## src/rtl/mem_arbiter_if.sv

```systemverilog
// Requester and memory signals around the unified-memory arbiter.
// master = arbiter side, slave = fetch/data requesters plus memory.
interface mem_arbiter_if;
   logic        if_req;
   logic [31:0] if_addr;
   logic        if_flush;
   logic [31:0] if_rdata;
   logic        if_ack;

   logic        d_req;
   logic        d_we;
   logic [31:0] d_addr;
   logic [31:0] d_wdata;
   logic [3:0]  d_wstrb;
   logic [31:0] d_rdata;
   logic        d_ack;

   logic        mem_req;
   logic        mem_we;
   logic [31:0] mem_addr;
   logic [31:0] mem_wdata;
   logic [3:0]  mem_wstrb;
   logic        mem_ready;
   logic [31:0] mem_rdata;

   modport master (
      input  if_req, if_addr, if_flush,
      output if_rdata, if_ack,
      input  d_req, d_we, d_addr, d_wdata, d_wstrb,
      output d_rdata, d_ack,
      output mem_req, mem_we, mem_addr, mem_wdata, mem_wstrb,
      input  mem_ready, mem_rdata
   );

   modport slave (
      output if_req, if_addr, if_flush,
      input  if_rdata, if_ack,
      output d_req, d_we, d_addr, d_wdata, d_wstrb,
      input  d_rdata, d_ack,
      input  mem_req, mem_we, mem_addr, mem_wdata, mem_wstrb,
      output mem_ready, mem_rdata
   );
endinterface

```

## src/rtl/mem_arbiter.sv

```systemverilog
// Shares one single-ported memory between fetch (I) and data (D), one transaction at a time.
// Grant edge -> mem_req next cycle -> ready/timeout edge -> one RESP cycle carrying the ack pulse.
module mem_arbiter #(
   parameter int MAX_D_STREAK = 4,
   parameter int TIMEOUT      = 16
) (
   input  logic          clk,
   input  logic          reset,
   mem_arbiter_if.master bus,
   output logic          busy,
   output logic          timeout_err
);

   localparam logic [1:0] IDLE  = 2'd0;
   localparam logic [1:0] GNT_I = 2'd1;
   localparam logic [1:0] GNT_D = 2'd2;
   localparam logic [1:0] RESP  = 2'd3;

   localparam logic [31:0] NOP_WORD = 32'h0000_0013;

   localparam int SW = $clog2(MAX_D_STREAK + 1);
   localparam int TW = (TIMEOUT > 1) ? $clog2(TIMEOUT + 1) : 1;
   localparam logic [SW-1:0] STREAK_MAX = SW'(MAX_D_STREAK);
   localparam logic [TW-1:0] TMO_LAST   = TW'(TIMEOUT - 1);

   logic [1:0]    state;
   logic [SW-1:0] streak;
   logic [TW-1:0] tmo_cnt;
   logic          drop;

   logic grant_d;
   logic grant_i;
   logic tmo_hit;
   logic launch;
   logic done_ok;
   logic done_abort;
   logic kill_i;

   always_comb begin
      grant_d    = bus.d_req && ((streak < STREAK_MAX) || !bus.if_req || bus.if_flush);
      grant_i    = !grant_d && bus.if_req && !bus.if_flush;
      tmo_hit    = (TIMEOUT > 0) && (tmo_cnt == TMO_LAST);
      launch     = ((state == GNT_I) || (state == GNT_D)) && !bus.mem_req;
      // mem_ready beats a timeout that lands on the same edge
      done_ok    = bus.mem_req && bus.mem_ready;
      done_abort = bus.mem_req && !bus.mem_ready && tmo_hit;
      kill_i     = drop || bus.if_flush;
   end

   always_ff @(posedge clk) begin
      if (reset) begin
         state         <= IDLE;
         streak        <= '0;
         tmo_cnt       <= '0;
         drop          <= 1'b0;
         busy          <= 1'b0;
         timeout_err   <= 1'b0;
         bus.mem_req   <= 1'b0;
         bus.mem_we    <= 1'b0;
         bus.mem_addr  <= '0;
         bus.mem_wdata <= '0;
         bus.mem_wstrb <= '0;
         bus.if_ack    <= 1'b0;
         bus.d_ack     <= 1'b0;
         bus.if_rdata  <= NOP_WORD;
         bus.d_rdata   <= '0;
      end else begin
         bus.if_ack <= 1'b0;
         bus.d_ack  <= 1'b0;

         case (state)
            IDLE: begin
               if (!bus.if_req) begin
                  streak <= '0;
               end
               if (grant_d) begin
                  state         <= GNT_D;
                  busy          <= 1'b1;
                  bus.mem_we    <= bus.d_we;
                  bus.mem_addr  <= bus.d_addr;
                  bus.mem_wdata <= bus.d_wdata;
                  bus.mem_wstrb <= bus.d_we ? bus.d_wstrb : 4'h0;
                  if (bus.if_req && (streak != STREAK_MAX)) begin
                     streak <= streak + 1'b1;
                  end
               end else if (grant_i) begin
                  state         <= GNT_I;
                  busy          <= 1'b1;
                  bus.mem_we    <= 1'b0;
                  bus.mem_addr  <= bus.if_addr;
                  bus.mem_wdata <= '0;
                  bus.mem_wstrb <= 4'h0;
                  streak        <= '0;
               end
            end

            GNT_I, GNT_D: begin
               if ((state == GNT_I) && bus.if_flush) begin
                  drop <= 1'b1;
               end
               if (launch) begin
                  bus.mem_req <= 1'b1;
                  tmo_cnt     <= '0;
               end else if (done_ok || done_abort) begin
                  bus.mem_req <= 1'b0;
                  state       <= RESP;
                  if (done_abort) begin
                     timeout_err <= 1'b1;
                  end
                  if (state == GNT_I) begin
                     // a fetch flushed at any point of its access is completed silently
                     if (!kill_i) begin
                        bus.if_ack   <= 1'b1;
                        bus.if_rdata <= done_ok ? bus.mem_rdata : NOP_WORD;
                     end
                  end else begin
                     bus.d_ack <= 1'b1;
                     if (!bus.mem_we) begin
                        bus.d_rdata <= done_ok ? bus.mem_rdata : 32'h0;
                     end
                  end
               end else begin
                  tmo_cnt <= tmo_cnt + 1'b1;
               end
            end

            default: begin
               state   <= IDLE;
               busy    <= 1'b0;
               drop    <= 1'b0;
               tmo_cnt <= '0;
            end
         endcase
      end
   end

endmodule

```

## src/flat_wrapper.sv

```systemverilog
// flat-port wrapper written by rule: the top's interface ports become plain ports
module mem_arbiter_flat 
#(
   parameter int MAX_D_STREAK = 4,
   parameter int TIMEOUT      = 16
)
  (clk, reset, busy, timeout_err, bus_if_req, bus_if_addr, bus_if_flush, bus_if_rdata, bus_if_ack, bus_d_req, bus_d_we, bus_d_addr, bus_d_wdata, bus_d_wstrb, bus_d_rdata, bus_d_ack, bus_mem_req, bus_mem_we, bus_mem_addr, bus_mem_wdata, bus_mem_wstrb, bus_mem_ready, bus_mem_rdata);
  mem_arbiter_if bus_i ();
  input  logic clk;
  input  logic reset;
  output logic busy;
  output logic timeout_err;
  input wire logic [$bits(bus_i.if_req)-1:0] bus_if_req;
  input wire logic [$bits(bus_i.if_addr)-1:0] bus_if_addr;
  input wire logic [$bits(bus_i.if_flush)-1:0] bus_if_flush;
  output wire logic [$bits(bus_i.if_rdata)-1:0] bus_if_rdata;
  output wire logic [$bits(bus_i.if_ack)-1:0] bus_if_ack;
  input wire logic [$bits(bus_i.d_req)-1:0] bus_d_req;
  input wire logic [$bits(bus_i.d_we)-1:0] bus_d_we;
  input wire logic [$bits(bus_i.d_addr)-1:0] bus_d_addr;
  input wire logic [$bits(bus_i.d_wdata)-1:0] bus_d_wdata;
  input wire logic [$bits(bus_i.d_wstrb)-1:0] bus_d_wstrb;
  output wire logic [$bits(bus_i.d_rdata)-1:0] bus_d_rdata;
  output wire logic [$bits(bus_i.d_ack)-1:0] bus_d_ack;
  output wire logic [$bits(bus_i.mem_req)-1:0] bus_mem_req;
  output wire logic [$bits(bus_i.mem_we)-1:0] bus_mem_we;
  output wire logic [$bits(bus_i.mem_addr)-1:0] bus_mem_addr;
  output wire logic [$bits(bus_i.mem_wdata)-1:0] bus_mem_wdata;
  output wire logic [$bits(bus_i.mem_wstrb)-1:0] bus_mem_wstrb;
  input wire logic [$bits(bus_i.mem_ready)-1:0] bus_mem_ready;
  input wire logic [$bits(bus_i.mem_rdata)-1:0] bus_mem_rdata;
  assign bus_i.if_req = bus_if_req;
  assign bus_i.if_addr = bus_if_addr;
  assign bus_i.if_flush = bus_if_flush;
  assign bus_if_rdata = bus_i.if_rdata;
  assign bus_if_ack = bus_i.if_ack;
  assign bus_i.d_req = bus_d_req;
  assign bus_i.d_we = bus_d_we;
  assign bus_i.d_addr = bus_d_addr;
  assign bus_i.d_wdata = bus_d_wdata;
  assign bus_i.d_wstrb = bus_d_wstrb;
  assign bus_d_rdata = bus_i.d_rdata;
  assign bus_d_ack = bus_i.d_ack;
  assign bus_mem_req = bus_i.mem_req;
  assign bus_mem_we = bus_i.mem_we;
  assign bus_mem_addr = bus_i.mem_addr;
  assign bus_mem_wdata = bus_i.mem_wdata;
  assign bus_mem_wstrb = bus_i.mem_wstrb;
  assign bus_i.mem_ready = bus_mem_ready;
  assign bus_i.mem_rdata = bus_mem_rdata;
  mem_arbiter #(.MAX_D_STREAK(MAX_D_STREAK), .TIMEOUT(TIMEOUT)) u_core (.clk(clk), .reset(reset), .bus(bus_i), .busy(busy), .timeout_err(timeout_err));
endmodule
```

## config.mk

```make
export PLATFORM = sky130hd
export DESIGN_NAME = mem_arbiter_flat
export DESIGN_NICKNAME = d
export VERILOG_FILES = /design/src/rtl/mem_arbiter_if.sv /design/src/rtl/mem_arbiter.sv /design/src/flat_wrapper.sv
export SDC_FILE = /design/constraint.sdc
export NUM_CORES = 1
export LEC_CHECK = 0
export CAP_MARGIN = 20
export CORE_AREA = 4 4 137 139
export CTS_CLUSTER_DIAMETER = 50
export DETAILED_ROUTE_END_ITERATION = 6
export DIE_AREA = 0 0 141 143
export DONT_BUFFER_PORTS = 1
export HOLD_SLACK_MARGIN = 0.08
export SLEW_MARGIN = 15
export SYNTH_ARGS = -nofsm -noshare
export SYNTH_HDL_FRONTEND = slang
export SYNTH_SLANG_ARGS = --single-unit
```

## constraint.sdc

```tcl
create_clock -name clk -period 2.7 [get_ports clk]
set_input_delay 0.54 -clock clk [delete_from_list [all_inputs] [get_ports clk]]
set_output_delay 0.54 -clock clk [all_outputs]
set_load 0.02 [all_outputs]
```

==> results of run 1 <==
## power by group through the flow
stage / clock (µW) / sequential (µW) / combinational, µW
floorplan: 0 / 2940 / 1250
detailed placement: 0 / 3000 / 1420
finish: 2300 / 2950 / 1400
global route: 2470 / 2980 / 1610
CTS: 2390 / 2960 / 1420
global placement: 0 / 3000 / 1410
## metal layers
layer / wire length [µm] / GRT usage, % / up-vias
met5: 0 / 0 / -
met4: 135 / 4.03 / 0
met3: 1770 / 6.60 / 10
met2: 8120 / 26.9 / 211
met1: 6490 / 18.6 / 2238
li1: - / - / 2355
## cells by family (layout without fill, tap and decap cells)
logic type               after synthesis  count (layout)  share of synthesized area (%)
multiplexers                           2               2                          0.359
flip-flops                           149             149                           50.4
adder cells (fa/ha/maj)               10              10                           2.11
AO/OA/AOI/OAI                        165             165                           20.8
buffers and inverters                 74              55                           6.36
AND/OR/NAND/NOR                      276             276                           20.0
## sequential cells by signal, indices dropped and copies added, names as in the netlist, 2 cells and up
signal and flops:
u_core.state 2, u_core.bus.mem_wdata 32, u_core.bus.d_rdata 32, u_core.bus.mem_addr 32, u_core.streak 3, u_core.bus.mem_wstrb 4, u_core.bus.if_rdata 32, u_core.tmo_cnt 5
## cells in the final DEF, fill, tap and decap left out, types with 7 or more instances in the layout
cell type,instances
o21ai_0,7
nand3_1,63
buf_4,14
a311oi_1,32
a22oi_1,39
inv_1,9
a32oi_1,31
nand2_1,69
nor3_1,7
a21oi_1,40
nor2_1,119
ha_1,10
clkbuf_16,17
dfxtp_1,149
## stage by stage
stage / utilization [%] / hold slack [ns]
floorplan: - / 0.450
global placement: 33.9 / 0.464
detailed placement: 33.9 / 0.468
CTS: 37.1 / 0.176
global route: 37.1 / 0.179
finish: 37.1 / 0.196
## layout make-up
class                      count  area (µm²)  area share (%)
clock inverter                 7        97.6            1.49
tap                          229         287            4.37
timing repair buffer          14         105            1.60
multi-input combinational    453        2570            39.3
inverter                       9        33.8           0.515
sequential                   149        2980            45.5
clock buffer                  25         475            7.25
## worst min-delay path by stage
| stage | start | to | slack (ns) | cells past startpoint |
|---|---|---|---|---|
| floorplan | u_core.tmo_cnt[4] | u_core.tmo_cnt[4] | 0.45 | 2 |
| global placement | u_core.tmo_cnt[4] | u_core.tmo_cnt[4] | 0.46 | 2 |
| detailed placement | u_core.tmo_cnt[4] | u_core.tmo_cnt[4] | 0.47 | 2 |
| CTS | reset | u_core.bus.mem_addr[21] | 0.18 | 1 |
| global route | reset | u_core.bus.mem_addr[27] | 0.18 | 1 |
| finish | reset | u_core.bus.mem_addr[27] | 0.20 | 1 |
## worst register-to-register path: cells and delay by family, from the launching register on
kind,cells,cell delay (ns)
adders and majority gates,2,0.46
and+or+nand+nor,3,0.45
DFF,1,0.34
AOI/OAI and AO/OA,2,0.42
buffers and inverters,1,0.36
==> results.yml, run 1 <==
synthesis:
  syn_avg_cell_area_um2: 8.75
  synth_most_common_cell: "dfxtp_1"
  ys.flop_type: "dfxtp_1"
  synthArstFlopShare_pct: 0
  yosysTopAreaCellShare_pct: 50.4
  ys_ff_latch: 149
  synthesis.area_mm2: 0.00592
  seq_area_frac_synth_pct: 50.4
  synthCells: 676
  synth_area_leaders: "dfxtp_1, nor2_1, nand3_1"
  yosys_warnings: 0
  synth_cell_type_count: 44
  synth_edf_count: 0
  synth_top_area_cell: "dfxtp_1"
  synth_nets: 825
  synth_common_cells: "dfxtp_1, nor2_1, nand2_1"
global_routing:
  grt_max_degree: 152
  antenna_found_initial: 0
  grt_pass1_wl_um: 25400
  grt_overflow_total: 0
  grt_pass1_vias: 4606
  grt.total_usage_pct: 15.8
power_and_ir_drop:
  leakage_uw: 0.00235
  powerDensity_mw_per_mm2: 1010
  finalPower_uw: 6650
  power_frac_seq_pct: 44.3
  power_switching_uw: 2260
  p_comb_share_pct: 21.1
  pwr-share-clk_pct: 34.6
  ir_drop_uv: 384
  p_sw_share_pct: 33.9
  internal_power_uw: 4390
die:
  die-area_mm2: 0.0202
  initial_utilization_pct: 33.5
  fp.dieW_um: 141
  io_pins: 277
  row_count: 49
  coreArea_mm2: 0.0177
  die_h_um: 143
critical_path:
  cp_slowest_cell: "buf_4"
  slowest_delay_ns: 0.36
  path_buf_inv: 1
  required_ns: 3.04
  reg2reg_from: "u_core.tmo_cnt[0]"
  crit_arrival_ns: 2.43
  critPathCaptureType: "flop"
  cp_cell_sequence: "ha_1 > and3_1 > ha_1 > o21ai_1 > or2_1 > buf_4 > a22oi_1 > nor2_1"
  cp_max_fo: 32
  reg2reg_depth: 8
  cp-start-kind: "flop"
  startpoint: "u_core.tmo_cnt[0]"
  path_depth: 8
  cpMostUsedCell: "ha_1"
  crit_family: "adder cells"
  r2r-end: "u_core.bus.d_rdata[31]"
  reg2reg_setup_slack_ns: 0.61
  crit_type: "reg -> reg"
  critPathCapture: "u_core.bus.d_rdata[31]"
cts:
  cts_resized: 0
  clk_latency_ns: 0.41
  cts.sinks: 149
  cts_tree: "done"
  ctsRootBufferMaster: "clkbuf_16"
  cts_inserted_buffers: 17
  path_clk_slew_ns: 0.06
  cts_hold_buf: 0
  cts.htree.levels: 4
  clockBufferDepth: 2
  post_cts_buffers: 0
route:
  drt_iter0_markers: 194
  drc: 0
  dr.pass1.iters: 4
  routedWlPerCell_um: 18.6
  postRouteAntennaNets: 0
  drt-total-wl_um: 16500
  viasPerCell: 5.43
  vias: 4814
sta:
  finalHoldViolations: 0
  relSlewSlack_pct: 57.5
  slew_violations: 0
  setup_ws_ns: 0.612
  clock-skew-final_ns: 0.0137
  clock.fmax_mhz: 479
  rsz0062_at_grt: "false"
  fin_crit_ns: 2.09
  finalSetupViolCount: 0
  period_share_pct: 77.3
  fin_tns_setup_ns: 0
  worstMarginPinSlew_ns: 0.636
cells_and_area:
  drive_gt1_share_pct: 7.76
  nets: 793
  antenna_cells: 0
  n_fill_cell: 1820
  design_area_mm2: 0.00656
  synthToLayoutAreaGrowth_pct: 10.8
  stdcell_count: 886
place:
  post_dp_cell_area_mm2: 0.00598
  place.detailed.hpwl_um: 11100
  place.gp.congestion: 0.785
  post-place-ws_ns: 0.628
  io_buffers: 0
  place_inst: 854
job:
  cap_violations: 0
run_status:
  outcome: "complete, no violations"
worst_hold_path:
  hold_class: "in -> reg"
No activity file was read; power rests on OpenSTA's default activity.
==> inputs of run 2 (changes only) <==
Clock period 2.7 ns to 1.8 ns, I/O delays scaled along.
==> run 2 against run 1 <==
The flow now finishes with violations (setup timing). Via count is 2.1% higher. Register-to-register slack worse by 0.63 ns. Non-clock buffer count is 20 higher. First-iteration DRC count is 34% higher. Clock power is 47% higher. Largest cell class unchanged. Largest power group unchanged. Highest routed layer unchanged.
==> results.yml, run 2 (synthesis results as in run 1) <==
critical_path:
  slowest_delay_ns: 0.33
  cp_cell_sequence: "ha_4 > and3_4 > ha_4 > o211a_4 > and3_4 > clkbuf_16 > nor2_1 > o21bai_1"
  crit_type: "reg -> reg"
  cp_max_fo: 16
  required_ns: 2.09
  cp-start-kind: "flop"
  cp_slowest_cell: "dfxtp_2"
  reg2reg_depth: 8
  crit_arrival_ns: 2.11
  critPathCaptureType: "flop"
power_and_ir_drop:
  power_frac_seq_pct: 42.9
  powerDensity_mw_per_mm2: 1430
  power_switching_uw: 3660
  p_sw_share_pct: 35.5
  ir_drop_uv: 682
  finalPower_uw: 10300
  internal_power_uw: 6640
  p_comb_share_pct: 24.3
  pwr-share-clk_pct: 32.8
  leakage_uw: 0.00255
cts:
  clockBufferDepth: 2
  ctsRootBufferMaster: "clkbuf_16"
  cts.htree.levels: 4
  path_clk_slew_ns: 0.07
  cts.sinks: 149
  clk_latency_ns: 0.42
  cts_inserted_buffers: 17
  cts_tree: "done"
global_routing:
  grt.total_usage_pct: 15.9
  grt_pass1_wl_um: 25600
  grt_pass1_vias: 4596
  antenna_found_initial: 0
  grt_overflow_total: 0
  grt_max_degree: 152
sta:
  worstMarginPinSlew_ns: 0.664
  fin_crit_ns: 1.81
  finalSetupViolCount: 2
  clock-skew-final_ns: 0.00797
  period_share_pct: 101
  finalHoldViolations: 0
  rsz0062_at_grt: "true"
  relSlewSlack_pct: 55.6
  setup_ws_ns: -0.0136
  whs_ns: 0.00761
  clock.fmax_mhz: 551
  slew_violations: 0
run_status:
  outcome: "finished, violations left"
  failed_checks: "setup timing"
die:
  fp.dieW_um: 141
  io_pins: 277
  row_count: 49
  coreArea_mm2: 0.0177
  die_h_um: 143
  initial_utilization_pct: 33.5
  die-area_mm2: 0.0202
cells_and_area:
  postLayoutCoreUtil_pct: 40.7
  mostFrequentLayoutCells: "dfxtp_1, nor2_1, nand2_1, nand3_1, a22oi_1"
  design_area_mm2: 0.00718
  stdcell_count: 906
  nets: 813
  antenna_cells: 0
  mostFrequentLayoutCell: "dfxtp_1"
  synthToLayoutAreaGrowth_pct: 21.3
  drive_gt1_share_pct: 18.6
place:
  place_inst: 866
  place.gp.congestion: 0.761
  place.detailed.hpwl_um: 11200
  io_buffers: 0
  post_dp_cell_area_mm2: 0.00618
route:
  drt-total-wl_um: 17700
  viasPerCell: 5.42
  dr.pass1.iters: 4
  routedWlPerCell_um: 19.5
  drc: 0
  vias: 4914
  drt_iter0_markers: 260
  postRouteAntennaNets: 0
worst_hold_path:
  hold_class: "in -> reg"
  hold_depth: 1
job:
  cap_violations: 0
-- run 2: stage by stage --
| stage | setup slack (ns) | TNS [ns] |
|---|---|---|
| CTS | 0.000136 | 0 |
| detailed placement | -0.0105 | -0.0105 |
| global route | -0.0916 | -2.13 |
| global placement | 0.0339 | 0 |
| floorplan | -0.0107 | -0.161 |
| finish | -0.0136 | -0.0177 |
-- run 2: power groups by stage --
stage	clock network [µW]	logic [µW]	registers, µW
after floorplan	0	1880	4400
after global routing	3630	2800	4470
final	3380	2500	4420
after global placement	0	2280	4500
after CTS	3490	2320	4420
after detailed placement	0	2320	4490
-- run 2: layout make-up --
type,instances,area [µm²]
fillers,1747,10500
flip-flops and latches,149,2990
multi-input cells,453,2890
clock buffers,18,429
repair buffers,34,429
well taps,229,287
clock inverters,14,129
inverters,9,33.8
-- run 2: worst paths after layout --
| path | startpoint | end | slack (ns) |
|---|---|---|---|
| setup / recovery | u_core.tmo_cnt[0] | u_core.bus.if_rdata[4] | -0.01 |
| hold / removal | reset | u_core.bus.mem_addr[22] | 0.008 |
| setup reg to reg | u_core.tmo_cnt[0] | u_core.bus.if_rdata[4] | -0.01 |
| hold reg to reg | u_core.tmo_cnt[4] | u_core.tmo_cnt[4] | 0.47 |
-- run 2: per-layer routing --
layer  share of wire (%)  global-route usage (%)
met5                   0                       0
met2                  48                    25.9
met4                 1.9                    5.41
met3                  11                    7.43
met1                  39                    18.5
-- run 2: worst max-delay path: cells and delay by family (launching register included) --
family / cells / cell delay [ns]
flops: 1 / 0.33
compound gates: 2 / 0.36
fa+ha+maj: 2 / 0.32
simple gates: 3 / 0.49
buf+inv: 1 / 0.19
-- run 2: what timing repair did --
action	CTS	global route
buffers inserted	0	3
endpoints found under the setup margin	2	107
resized for setup	1	52
hold endpoints to repair	149	148
pin swaps	1	16
cloned	0	5
==> inputs of run 3 (changes only) <==
==> constraint.sdc (replaced) <==
create_clock -name clk -period 1.8 [get_ports clk]
set_input_delay 0.18 -clock clk [delete_from_list [all_inputs] [get_ports clk]]
set_output_delay 0.18 -clock clk [all_outputs]
set_load 0.02 [all_outputs]
==> run 3 against run 2 <==
The run ends with hold timing left. Total power up 1.1%. Wire length down 0.56%. Hold slack worse by 0.17 ns. Maximum frequency up 2.8%. Clock skew down 0.0010 ns. Register-to-register slack better by 0.05 ns. First-iteration DRC count up 9.2%. Global-route usage up 0.27 points. Critical path depth unchanged. Design area down 0.77%. Worst setup slack better by 0.050 ns.
==> results.yml, run 3 (synthesis results as in run 1) <==
job:
  cap_violations: 0
route:
  dr.pass1.iters: 4
  vias: 4941
  postRouteAntennaNets: 0
  drt_iter0_markers: 284
  viasPerCell: 5.45
  drc: 0
  drt-total-wl_um: 17600
  routedWlPerCell_um: 19.4
cts:
  cts.htree.levels: 4
  cts_tree: "done"
  clk_latency_ns: 0.41
  clockBufferDepth: 2
  ctsRootBufferMaster: "clkbuf_16"
  cts_inserted_buffers: 17
  cts.sinks: 149
  path_clk_slew_ns: 0.06
global_routing:
  grt_overflow_total: 0
  grt_max_degree: 152
  grt_pass1_vias: 4804
  antenna_found_initial: 0
  grt_pass1_wl_um: 26000
  grt.total_usage_pct: 16.2
place:
  place.detailed.hpwl_um: 11300
  place.gp.congestion: 0.759
  io_buffers: 0
  place_inst: 866
sta:
  slew_violations: 0
  fin_crit_ns: 1.76
  clock-skew-final_ns: 0.00692
  rsz0062_at_grt: "true"
  finalHoldViolations: 149
  worstMarginPinSlew_ns: 0.516
  finalSetupViolCount: 0
  relSlewSlack_pct: 65.5
  clock.fmax_mhz: 567
  period_share_pct: 98.0
  whs_ns: -0.158
critical_path:
  cp_max_fo: 8
  critPathCaptureType: "flop"
  cp-start-kind: "flop"
  reg2reg_from: "u_core.tmo_cnt[0]"
  crit_arrival_ns: 2.09
  required_ns: 2.13
  crit_type: "reg -> reg"
  startpoint: "u_core.tmo_cnt[0]"
worst_hold_path:
  hold_class: "in -> reg"
  hp-start: "reset"
cells_and_area:
  drive_gt1_share_pct: 16.1
  mostFrequentLayoutCells: "dfxtp_1, nor2_1, nand2_1, nand3_1, a22oi_1"
  regArea_mm2: 0.00299
  synthToLayoutAreaGrowth_pct: 20.4
  n_fill_cell: 1774
  antenna_cells: 0
  nets: 813
  multiInputGateArea_mm2: 0.00277
  postLayoutCoreUtil_pct: 40.3
  stdcell_count: 906
  mostFrequentLayoutCell: "dfxtp_1"
die:
  fp.dieW_um: 141
  die_h_um: 143
  initial_utilization_pct: 33.5
  coreArea_mm2: 0.0177
  row_count: 49
  io_pins: 277
  die-area_mm2: 0.0202
power_and_ir_drop:
  finalPower_uw: 10400
  internal_power_uw: 6810
  power_frac_seq_pct: 42.4
  power_switching_uw: 3610
  powerDensity_mw_per_mm2: 1460
  ir_drop_uv: 701
  leakage_uw: 0.00254
  p_comb_share_pct: 23.5
  p_sw_share_pct: 34.6
  pwr-share-clk_pct: 34.1
run_status:
  outcome: "finished, violations left"
  failed_checks: "hold timing"
run 3: path summary, 6_finish.rpt:
kind	endpoint	slack (ns)	cells after the start
setup reg to reg	u_core.bus.if_rdata[31]	0.04	8
hold / removal	u_core.bus.mem_addr[28]	-0.16	1
hold reg to reg	u_core.tmo_cnt[4]	0.47	2
setup / recovery	u_core.bus.if_rdata[31]	0.04	8
run 3: power by group through the flow:
stage	clock network, µW	registers [µW]	logic (µW)
after detailed placement	0	4490	2320
after CTS	3660	4420	2340
after floorplan	0	4400	1880
after global routing	3800	4470	2760
after global placement	0	4500	2280
final	3550	4420	2440
run 3: layout make-up:
cell class                      count  share of cell area, %
Clock inverter                     13                   2.07
Inverter                            9                  0.474
Clock buffer                       19                   6.22
Tap cell                          229                   4.02
Timing Repair Buffer               34                   6.50
Multi-Input combinational cell    453                   38.8
Sequential cell                   149                   41.9
run 3: layer usage:
layer  track usage (%)  vias to the layer above  routed length, µm  share of wire [%]
li1                  -                     2405                  -                  -
met3              6.76                       12               1870                 11
met4              4.39                        0                197                1.1
met5                 0                        -                  0                  0
met2              27.8                      210               8840                 50
met1              18.6                     2314               6660                 38
run 3: worst max-delay path, cell delays in order (launching register included):
cell	delay (ns)
dfxtp_2	0.35
ha_4	0.13
and3_4	0.19
ha_4	0.16
o211a_4	0.17
and3_4	0.27
buf_12	0.15
nand3_1	0.08
a21oi_1	0.18
run 3: per-stage QoR:
stage	setup WS, ns	setup TNS, ns	area [µm²]
final	0.0362	0	7120
after global routing	-0.0454	-0.355	7120
after CTS	0.0580	0	6830
after detailed placement	0.00768	0	6180
after global placement	0.0333	0	6180
after floorplan	-0.0107	-0.161	5930
run 3: what timing repair did:
item	4_1_cts	5_1_grt
pin swaps	3	26
cloned	1	5
resized for setup	6	32
hold endpoints to repair	149	149
buffers inserted	1	1
setup endpoints to repair	3	92
